**config.mk**
```make
export PLATFORM = sky130hd
export DESIGN_NAME = anton_neopixel_registers_mc
export DESIGN_NICKNAME = d
export VERILOG_FILES = /design/src/rtl/anton_neopixel_registers_mc.sv
export SDC_FILE = /design/constraint.sdc
export NUM_CORES = 2
export LEC_CHECK = 0
export BUFFER_PORTS_ARGS = -buffer_cell sky130_fd_sc_hd__buf_2
export CORE_MARGIN = 10
export CORE_UTILIZATION = 35
export CTS_CLUSTER_SIZE = 12
export DETAILED_ROUTE_END_ITERATION = 8
export GPL_TIMING_DRIVEN = 0
export PLACE_DENSITY = 0.47
export SYNTH_ARGS = -nofsm -noshare
export SYNTH_HDL_FRONTEND = slang
export SYNTH_MEMORY_MAX_BITS = 65536
export SYNTH_SLANG_ARGS = --single-unit
```
**constraint.sdc**
```tcl
create_clock -name busClk -period 9.92 [get_ports busClk]
set_input_delay 0.496 -clock busClk [delete_from_list [all_inputs] [get_ports busClk]]
set_output_delay 0.496 -clock busClk [all_outputs]
set_load 0.02 [all_outputs]
```
**src/rtl/anton_neopixel_registers_mc.sv**
```systemverilog
// anton_neopixel_registers_mc
//
// Register file and pixel frame buffer for CHANNELS independent NeoPixel
// strips. It sits between the 8-bit bus bridge and one stream engine per
// channel.
//
// Ports
//   busClk, busRst      clock and asynchronous active-high reset
//   busAddr             byte address; [15]=0 pixel window, [15]=1 registers
//   busDataIn           write data
//   busWrite, busRead   one-cycle access strobes
//   busDataOut          registered read data (1-cycle latency, held between reads)
//   irq                 registered OR of enabled pending interrupts, all channels
//   pixelIndexComb      per-channel RAM read index (slice n = channel n)
//   pixelVal            per-channel RAM read data (registered read)
//   streamSyncOf, syncStart, state, initSlowDone
//                       per-channel engine events and state
//   regMax              per-channel 13-bit max register
//   regCtrlInit/Limit/Run/Loop/32bit, initSlow
//                       per-channel control outputs
//
// Register map (per channel, channel = busAddr[7:4], offset = busAddr[3:0])
//   0 MAX_LO [7:0]   1 MAX_HI [4:0]   2 CTRL {32bit,loop,run,limit,init}
//   3 STATUS {state} (read-only)      4 IRQ_STATUS {initDone,frameDone} W1C
//   5 IRQ_ENABLE [1:0]

`ifndef BUFFER_END_DEFAULT
`define BUFFER_END_DEFAULT 299
`endif

module anton_neopixel_registers_mc #(
    parameter int CHANNELS    = 2,
    parameter int BUFFER_END  = `BUFFER_END_DEFAULT,
    localparam int BUFFER_BITS = $clog2(BUFFER_END + 1),
    localparam int CH_BITS     = (CHANNELS > 1) ? $clog2(CHANNELS) : 1
) (
    input  logic                            busClk,
    input  logic                            busRst,
    input  logic [15:0]                     busAddr,
    input  logic [7:0]                      busDataIn,
    input  logic                            busWrite,
    input  logic                            busRead,
    output logic [7:0]                      busDataOut,
    output logic                            irq,
    input  logic [CHANNELS*BUFFER_BITS-1:0] pixelIndexComb,
    output logic [CHANNELS*8-1:0]           pixelVal,
    input  logic [CHANNELS-1:0]             streamSyncOf,
    input  logic [CHANNELS-1:0]             syncStart,
    input  logic [CHANNELS-1:0]             state,
    input  logic [CHANNELS-1:0]             initSlowDone,
    output logic [CHANNELS*13-1:0]          regMax,
    output logic [CHANNELS-1:0]             regCtrlInit,
    output logic [CHANNELS-1:0]             regCtrlLimit,
    output logic [CHANNELS-1:0]             regCtrlRun,
    output logic [CHANNELS-1:0]             regCtrlLoop,
    output logic [CHANNELS-1:0]             regCtrl32bit,
    output logic [CHANNELS-1:0]             initSlow
);

    localparam logic [BUFFER_BITS-1:0] LAST_BYTE = BUFFER_BITS'(BUFFER_END);
    localparam logic [12:0]            MAX_RST   = 13'(BUFFER_END);
    localparam logic [4:0]             CH_COUNT  = 5'(CHANNELS);

    // ---------------------------------------------------------------
    // Address decode
    // ---------------------------------------------------------------
    logic [3:0]             reg_ch;
    logic [3:0]             reg_off;
    logic [CH_BITS-1:0]     pix_ch;
    logic [BUFFER_BITS-1:0] pix_byte;
    logic                   pix_ok;
    logic [CHANNELS-1:0]    reg_hit;
    logic                   unused_addr;

    assign reg_ch   = busAddr[7:4];
    assign reg_off  = busAddr[3:0];
    assign pix_ch   = busAddr[BUFFER_BITS+CH_BITS-1:BUFFER_BITS];
    assign pix_byte = busAddr[BUFFER_BITS-1:0];
    assign pix_ok   = ({{(5-CH_BITS){1'b0}}, pix_ch} < CH_COUNT) && (pix_byte <= LAST_BYTE);
    // Address bits above the decoded fields alias onto the same locations.
    assign unused_addr = ^busAddr;

    // A channel number at or beyond CHANNELS matches no reg_hit bit, so such
    // writes fall away without a separate range check.
    always_comb begin
        reg_hit = '0;
        for (int c = 0; c < CHANNELS; c++) begin
            reg_hit[c] = busWrite && busAddr[15] && (reg_ch == 4'(c));
        end
    end

    // ---------------------------------------------------------------
    // State
    // ---------------------------------------------------------------
    logic [CHANNELS*13-1:0] max_q, max_d;
    logic [CHANNELS-1:0]    init_q, init_d;
    logic [CHANNELS-1:0]    limit_q, limit_d;
    logic [CHANNELS-1:0]    run_q, run_d;
    logic [CHANNELS-1:0]    loop_q, loop_d;
    logic [CHANNELS-1:0]    b32_q, b32_d;
    logic [CHANNELS-1:0]    init_slow_q, init_slow_d;
    logic [CHANNELS*2-1:0]  irq_stat_q, irq_stat_d;
    logic [CHANNELS*2-1:0]  irq_en_q, irq_en_d;
    logic                   irq_q, irq_d;
    logic [7:0]             bus_data_q, bus_data_d;

    logic                   wr_pend_q, wr_pend_d;
    logic [CH_BITS-1:0]     wr_ch_q, wr_ch_d;
    logic [BUFFER_BITS-1:0] wr_byte_q, wr_byte_d;
    logic [7:0]             wr_data_q, wr_data_d;

    logic [CHANNELS*8-1:0]  pixel_val_q, pixel_val_d;
    logic [7:0]             mem [CHANNELS][BUFFER_END+1];

    // ---------------------------------------------------------------
    // Pixel write capture: the RAM is written one edge after busWrite.
    // ---------------------------------------------------------------
    always_comb begin
        wr_pend_d = busWrite && !busAddr[15] && pix_ok;
        wr_ch_d   = pix_ch;
        wr_byte_d = pix_byte;
        wr_data_d = busDataIn;
    end

    // ---------------------------------------------------------------
    // Per-channel control and interrupt registers. Later assignments in
    // each iteration take priority over earlier ones.
    // ---------------------------------------------------------------
    always_comb begin
        max_d       = max_q;
        init_d      = init_q;
        limit_d     = limit_q;
        run_d       = run_q;
        loop_d      = loop_q;
        b32_d       = b32_q;
        init_slow_d = init_slow_q;
        irq_stat_d  = irq_stat_q;
        irq_en_d    = irq_en_q;

        for (int c = 0; c < CHANNELS; c++) begin
            if (streamSyncOf[c]) begin
                run_d[c] = loop_q[c];
            end
            if (syncStart[c]) begin
                run_d[c] = 1'b1;
            end
            if (initSlowDone[c]) begin
                init_d[c]      = 1'b0;
                init_slow_d[c] = 1'b0;
            end
            // init stays high until the engine reports completion, so the
            // completion edge must not re-arm initSlow or it would never drop.
            if (init_q[c]) begin
                limit_d[c] = 1'b0;
                run_d[c]   = 1'b0;
                loop_d[c]  = 1'b0;
                b32_d[c]   = 1'b0;
                if (!initSlowDone[c]) begin
                    init_slow_d[c] = 1'b1;
                end
            end

            if (reg_hit[c]) begin
                case (reg_off)
                    4'd0: max_d[c*13 +: 8] = busDataIn;
                    4'd1: max_d[c*13+8 +: 5] = busDataIn[4:0];
                    4'd2: begin
                        init_d[c] = busDataIn[0];
                        run_d[c]  = busDataIn[2];
                        loop_d[c] = busDataIn[3];
                        // Frame geometry is frozen while the strip is running.
                        if (!run_q[c]) begin
                            limit_d[c] = busDataIn[1];
                            b32_d[c]   = busDataIn[4];
                        end
                    end
                    4'd4: irq_stat_d[c*2 +: 2] = irq_stat_q[c*2 +: 2] & ~busDataIn[1:0];
                    4'd5: irq_en_d[c*2 +: 2] = busDataIn[1:0];
                    default: ;
                endcase
            end

            // A hardware event on the same edge as a W1C clear still lands.
            irq_stat_d[c*2 +: 2] = irq_stat_d[c*2 +: 2] | {initSlowDone[c], streamSyncOf[c]};
        end
    end

    always_comb begin
        irq_d = |(irq_stat_q & irq_en_q);
    end

    // ---------------------------------------------------------------
    // Register read mux; the pixel window is write-only and reads 0.
    // ---------------------------------------------------------------
    always_comb begin
        bus_data_d = bus_data_q;
        if (busRead) begin
            bus_data_d = 8'h00;
            if (busAddr[15]) begin
                for (int c = 0; c < CHANNELS; c++) begin
                    if (reg_ch == 4'(c)) begin
                        case (reg_off)
                            4'd0:    bus_data_d = max_q[c*13 +: 8];
                            4'd1:    bus_data_d = {3'b000, max_q[c*13+8 +: 5]};
                            4'd2:    bus_data_d = {3'b000, b32_q[c], loop_q[c], run_q[c],
                                                   limit_q[c], init_q[c]};
                            4'd3:    bus_data_d = {7'd0, state[c]};
                            4'd4:    bus_data_d = {6'd0, irq_stat_q[c*2 +: 2]};
                            4'd5:    bus_data_d = {6'd0, irq_en_q[c*2 +: 2]};
                            default: bus_data_d = 8'h00;
                        endcase
                    end
                end
            end
        end
    end

    // ---------------------------------------------------------------
    // Pixel RAM read port (synchronous read, old data on a same-edge write)
    // ---------------------------------------------------------------
    always_comb begin
        pixel_val_d = '0;
        for (int c = 0; c < CHANNELS; c++) begin
            if (pixelIndexComb[c*BUFFER_BITS +: BUFFER_BITS] <= LAST_BYTE) begin
                pixel_val_d[c*8 +: 8] = mem[c][pixelIndexComb[c*BUFFER_BITS +: BUFFER_BITS]];
            end
        end
    end

    // ---------------------------------------------------------------
    // Sequential
    // ---------------------------------------------------------------
    always_ff @(posedge busClk or posedge busRst) begin
        if (busRst) begin
            max_q       <= {CHANNELS{MAX_RST}};
            init_q      <= '0;
            limit_q     <= '0;
            run_q       <= '0;
            loop_q      <= '0;
            b32_q       <= '0;
            init_slow_q <= '0;
            irq_stat_q  <= '0;
            irq_en_q    <= '0;
            irq_q       <= 1'b0;
            bus_data_q  <= 8'h00;
            wr_pend_q   <= 1'b0;
            wr_ch_q     <= '0;
            wr_byte_q   <= '0;
            wr_data_q   <= 8'h00;
        end else begin
            max_q       <= max_d;
            init_q      <= init_d;
            limit_q     <= limit_d;
            run_q       <= run_d;
            loop_q      <= loop_d;
            b32_q       <= b32_d;
            init_slow_q <= init_slow_d;
            irq_stat_q  <= irq_stat_d;
            irq_en_q    <= irq_en_d;
            irq_q       <= irq_d;
            bus_data_q  <= bus_data_d;
            wr_pend_q   <= wr_pend_d;
            wr_ch_q     <= wr_ch_d;
            wr_byte_q   <= wr_byte_d;
            wr_data_q   <= wr_data_d;
        end
    end

    // RAM contents and its read register are deliberately not reset.
    always_ff @(posedge busClk) begin
        if (wr_pend_q) begin
            mem[wr_ch_q][wr_byte_q] <= wr_data_q;
        end
        pixel_val_q <= pixel_val_d;
    end

    // ---------------------------------------------------------------
    // Outputs
    // ---------------------------------------------------------------
    assign busDataOut   = bus_data_q;
    assign irq          = irq_q;
    assign pixelVal     = pixel_val_q;
    assign regMax       = max_q;
    assign regCtrlInit  = init_q;
    assign regCtrlLimit = limit_q;
    assign regCtrlRun   = run_q;
    assign regCtrlLoop  = loop_q;
    assign regCtrl32bit = b32_q;
    assign initSlow     = init_slow_q;

endmodule
```
==> metrics.md <==
| Metric | Value |
|---|---|
| Status | `finished with violations` |
| Failing checks | `capacitance limit, slew limit` |
| Root buffer cell | `clkbuf_16` |
| Post-synthesis compound-gate area fraction | `0.0273` |
| Mapped Cells | `8834` |
| DRC | `0` |
| Reg clk slew, reported paths | `0.06 ns` |
| Post-Synth Adder-Cell Area | `0` |
| Setup TNS | `0 ns` |
| Vias in the first global route | `102000` |
| Port Buffers | `104` |
| Initial Utilization | `0.352` |
| Total GRT Usage | `0.269` |
| Slew HR | `-0.266` |
| Yosys warning total | `0` |
| Aggregate routed wire length | `789000 um` |
| Initial antenna violation count | `88` |
| Xor/xnor share of the synthesized area | `0` |
| Worst reg2reg startpoint | `wr_byte_q[8]$_DFF_PP0_` |
| Final min period | `5.97 ns` |
| Clock Latency Late Sink | `1.13 ns` |
| Net count reported at finish | `9704` |
| Die width | `755 um` |
| Hold Path Class | `input pin to register` |
| First-pass GRT wire length | `1020000 um` |
| Synth Area per Inst | `21.4 um^2` |
| Starting DRT DRC Count | `16700` |
| Pwr per Cell Area | `204 nW/um^2` |
| Max H-tree Level | `6` |
| Routed vias | `105000` |
| GPL Wtd Cong | `0.971` |
| CTS tree | `done` |
| Worst hold slack | `0.101 ns` |
| Final setup fails | `0` |
| GR Overflow Total | `0` |
| Share of cells above drive strength 1 | `0.253` |
| Critical Path Start Type | `input pin` |
| Leak | `68.2 nW` |
| Mapped cell area | `189000 um^2` |
| Largest family of logic cells by synthesized area | `multiplexers` |
| CTS Sinks | `4890` |
| Post-Synth Simple-Gate Area | `0.0249` |
| Unique masters post-synth | `69` |
| # Max-Cap Violations | `19` |
| Die Ht | `755 um` |
| CP startpoint | `pixelIndexComb[10]` |
| Post-DR wirelength/cell | `45.7 um` |
| Commonest non-fill, non-tap cell in the layout | `edfxtp_1` |
| CP endpoint kind | `register` |
| Ports | `117` |
| Core ar. | `538000 um^2` |
| Clock buffer depth | `4` |
| Num rows | `269` |
| Setup bufs post-CTS | `0` |
| Fin crit share | `0.602` |
| Setup CP Type | `input pin to register` |
| Area Growth Syn to Fin | `15.7%` |
| Arr. time, crit path | `6.84 ns` |
| Hold Crit Start | `busDataIn[5]` |
| Post-Route Skew | `0.0501 ns` |
| RSZ-0062 raised after global routing | `false` |
| Via/cell ratio | `6.07` |
| Max Clock Freq | `0.167 GHz` |
| Final ANT Viol Nets | `0` |
| DIE AREA | `570000 um^2` |
| Pin slew with the least headroom to its limit | `1.87 ns` |
| CP required | `10.79 ns` |
| Final Hold Fails | `0` |
| Most frequent cells in the layout | `edfxtp_1, mux4_2, nor2_1, clkbuf_16, mux2i_1` |
| Post-DP HPWL | `540000 um` |
| VDD IR-drop max | `0.203 mV` |
| TritonCTS buffer count | `535` |
| Ys async rst share | `0.0151` |
| Synth Flop Type | `edfxtp_1` |
| Largest net degree at the start of global routing | `93` |
| Sequential cell area fraction in the yosys report | `0.774` |
| Pre-antenna DRT Iters | `7` |
| Syn nets | `8888` |
| Final Max Slew Viols | `119` |
| Post-synth EDFFs | `4800` |
| Max FO, Critical Path | `10` |
| Multiplexer area fraction after synthesis | `0.158` |
| Register bit count reported by yosys | `4890` |
stage by stage:
stage | instances | worst slack (ns) | cell area (um^2) | power (mW) | util
after global placement | 16100 | -8.54 | 199000 | 26.3 | 0.369
final | 17300 | 3.95 | 219000 | 44.7 | 0.407
after floorplan | 8834 | 1.27 | 189000 | 24.5 | -
after CTS | 17200 | 4.54 | 219000 | 44.7 | 0.407
after global routing | 17200 | 4.60 | 219000 | 45.6 | 0.407
after detailed placement | 16300 | 3.35 | 202000 | 26.0 | 0.376
layer usage:
metal | vias to the layer above | global-route usage | part of all wire
met3 | 1700 | 0.0642 | 0.098
met5 | - | 0 | 0.00022
met1 | 57300 | 0.339 | 0.37
li1 | 38700 | - | -
met4 | 28 | 0.174 | 0.078
met2 | 6987 | 0.418 | 0.45
sequential cells by signal, indices dropped and copies added, names as in the netlist, 2 cells and up:
name	flops
mem	4800
pixelVal	16
regCtrlLimit	2
irq_stat_q	4
irq_en_q	4
busDataOut	8
wr_byte_q	9
regCtrlLoop	2
regCtrl32bit	2
regCtrlRun	2
initSlow	2
regMax	26
wr_data_q	8
regCtrlInit	2
timing repair:
item,4_1_cts,5_1_grt
hold buffers,30,0
gates resized for setup,0,0
endpoints found under the hold margin,128,0
worst paths after layout:
path	slack [ns]	endpoint	cells after the start
min	0.10	wr_data_q[5]$_DFF_PP0_	2
max reg2reg	5.07	mem[0][1866]$_DFFE_PP_	4
min in group asynchronous	0.16	busDataOut[4]$_DFFE_PP0P_	3
max	3.95	pixelVal[9]$_SDFF_PN0_	9
min reg2reg	0.49	busDataOut[7]$_DFFE_PP0P_	1
max in group asynchronous	9.06	wr_data_q[3]$_DFF_PP0_	3
power breakdown:
part	total [mW]	internal [mW]	switching, mW
registers	22.7	22.7	0.0522
logic	2.90	0.786	2.11
clock network	19.1	10.7	8.32
total	44.7	34.2	10.5
logic make-up after synthesis:
logic type             count (synthesis)
and+or+nand+nor                     1126
buffers and inverters                546
muxes                               1539
DFF                                 4890
AOI/OAI and AO/OA                    733
worst max-delay path, cell delays in order:
cell,delay [ns]
buf_2,0.55
buf_2,0.70
buf_2,0.83
buf_2,0.90
mux4_2,0.41
a221oi_1,0.39
a21oi_1,0.37
o311ai_0,1.60
nand3_1,0.42
layout make-up:
type                    count  area [um^2]
well taps                7181         8980
inverters                  10         40.0
repair buffers            279         4110
multi-input cells        3398        39900
fillers                 47600       319000
clock inverters           226         1750
diodes                     43          108
clock buffers             703        14500
plain buffers             536         3000
flip-flops and latches   4890       146000
synthesized netlist by cell type, types with 22 or more instances:
library cell | count | area (um^2)
a21oi_1 | 106 | 531
a221oi_1 | 101 | 885
a22o_1 | 22 | 193
a22oi_1 | 132 | 991
buf_1 | 60 | 225
buf_2 | 123 | 616
buf_4 | 52 | 390
buf_6 | 56 | 631
clkbuf_1 | 240 | 901
dfrtp_1 | 64 | 1600
edfxtp_1 | 4800 | 144000
mux2_2 | 49 | 552
mux2i_1 | 333 | 3330
mux4_2 | 1157 | 26100
nand2_1 | 238 | 893
nand3_1 | 73 | 365
nor2_1 | 661 | 2480
nor2b_1 | 30 | 188
nor3_1 | 38 | 190
o211ai_1 | 23 | 173
o21ai_0 | 120 | 601
o22ai_1 | 65 | 407
No activity file was read; power rests on OpenSTA's default activity.
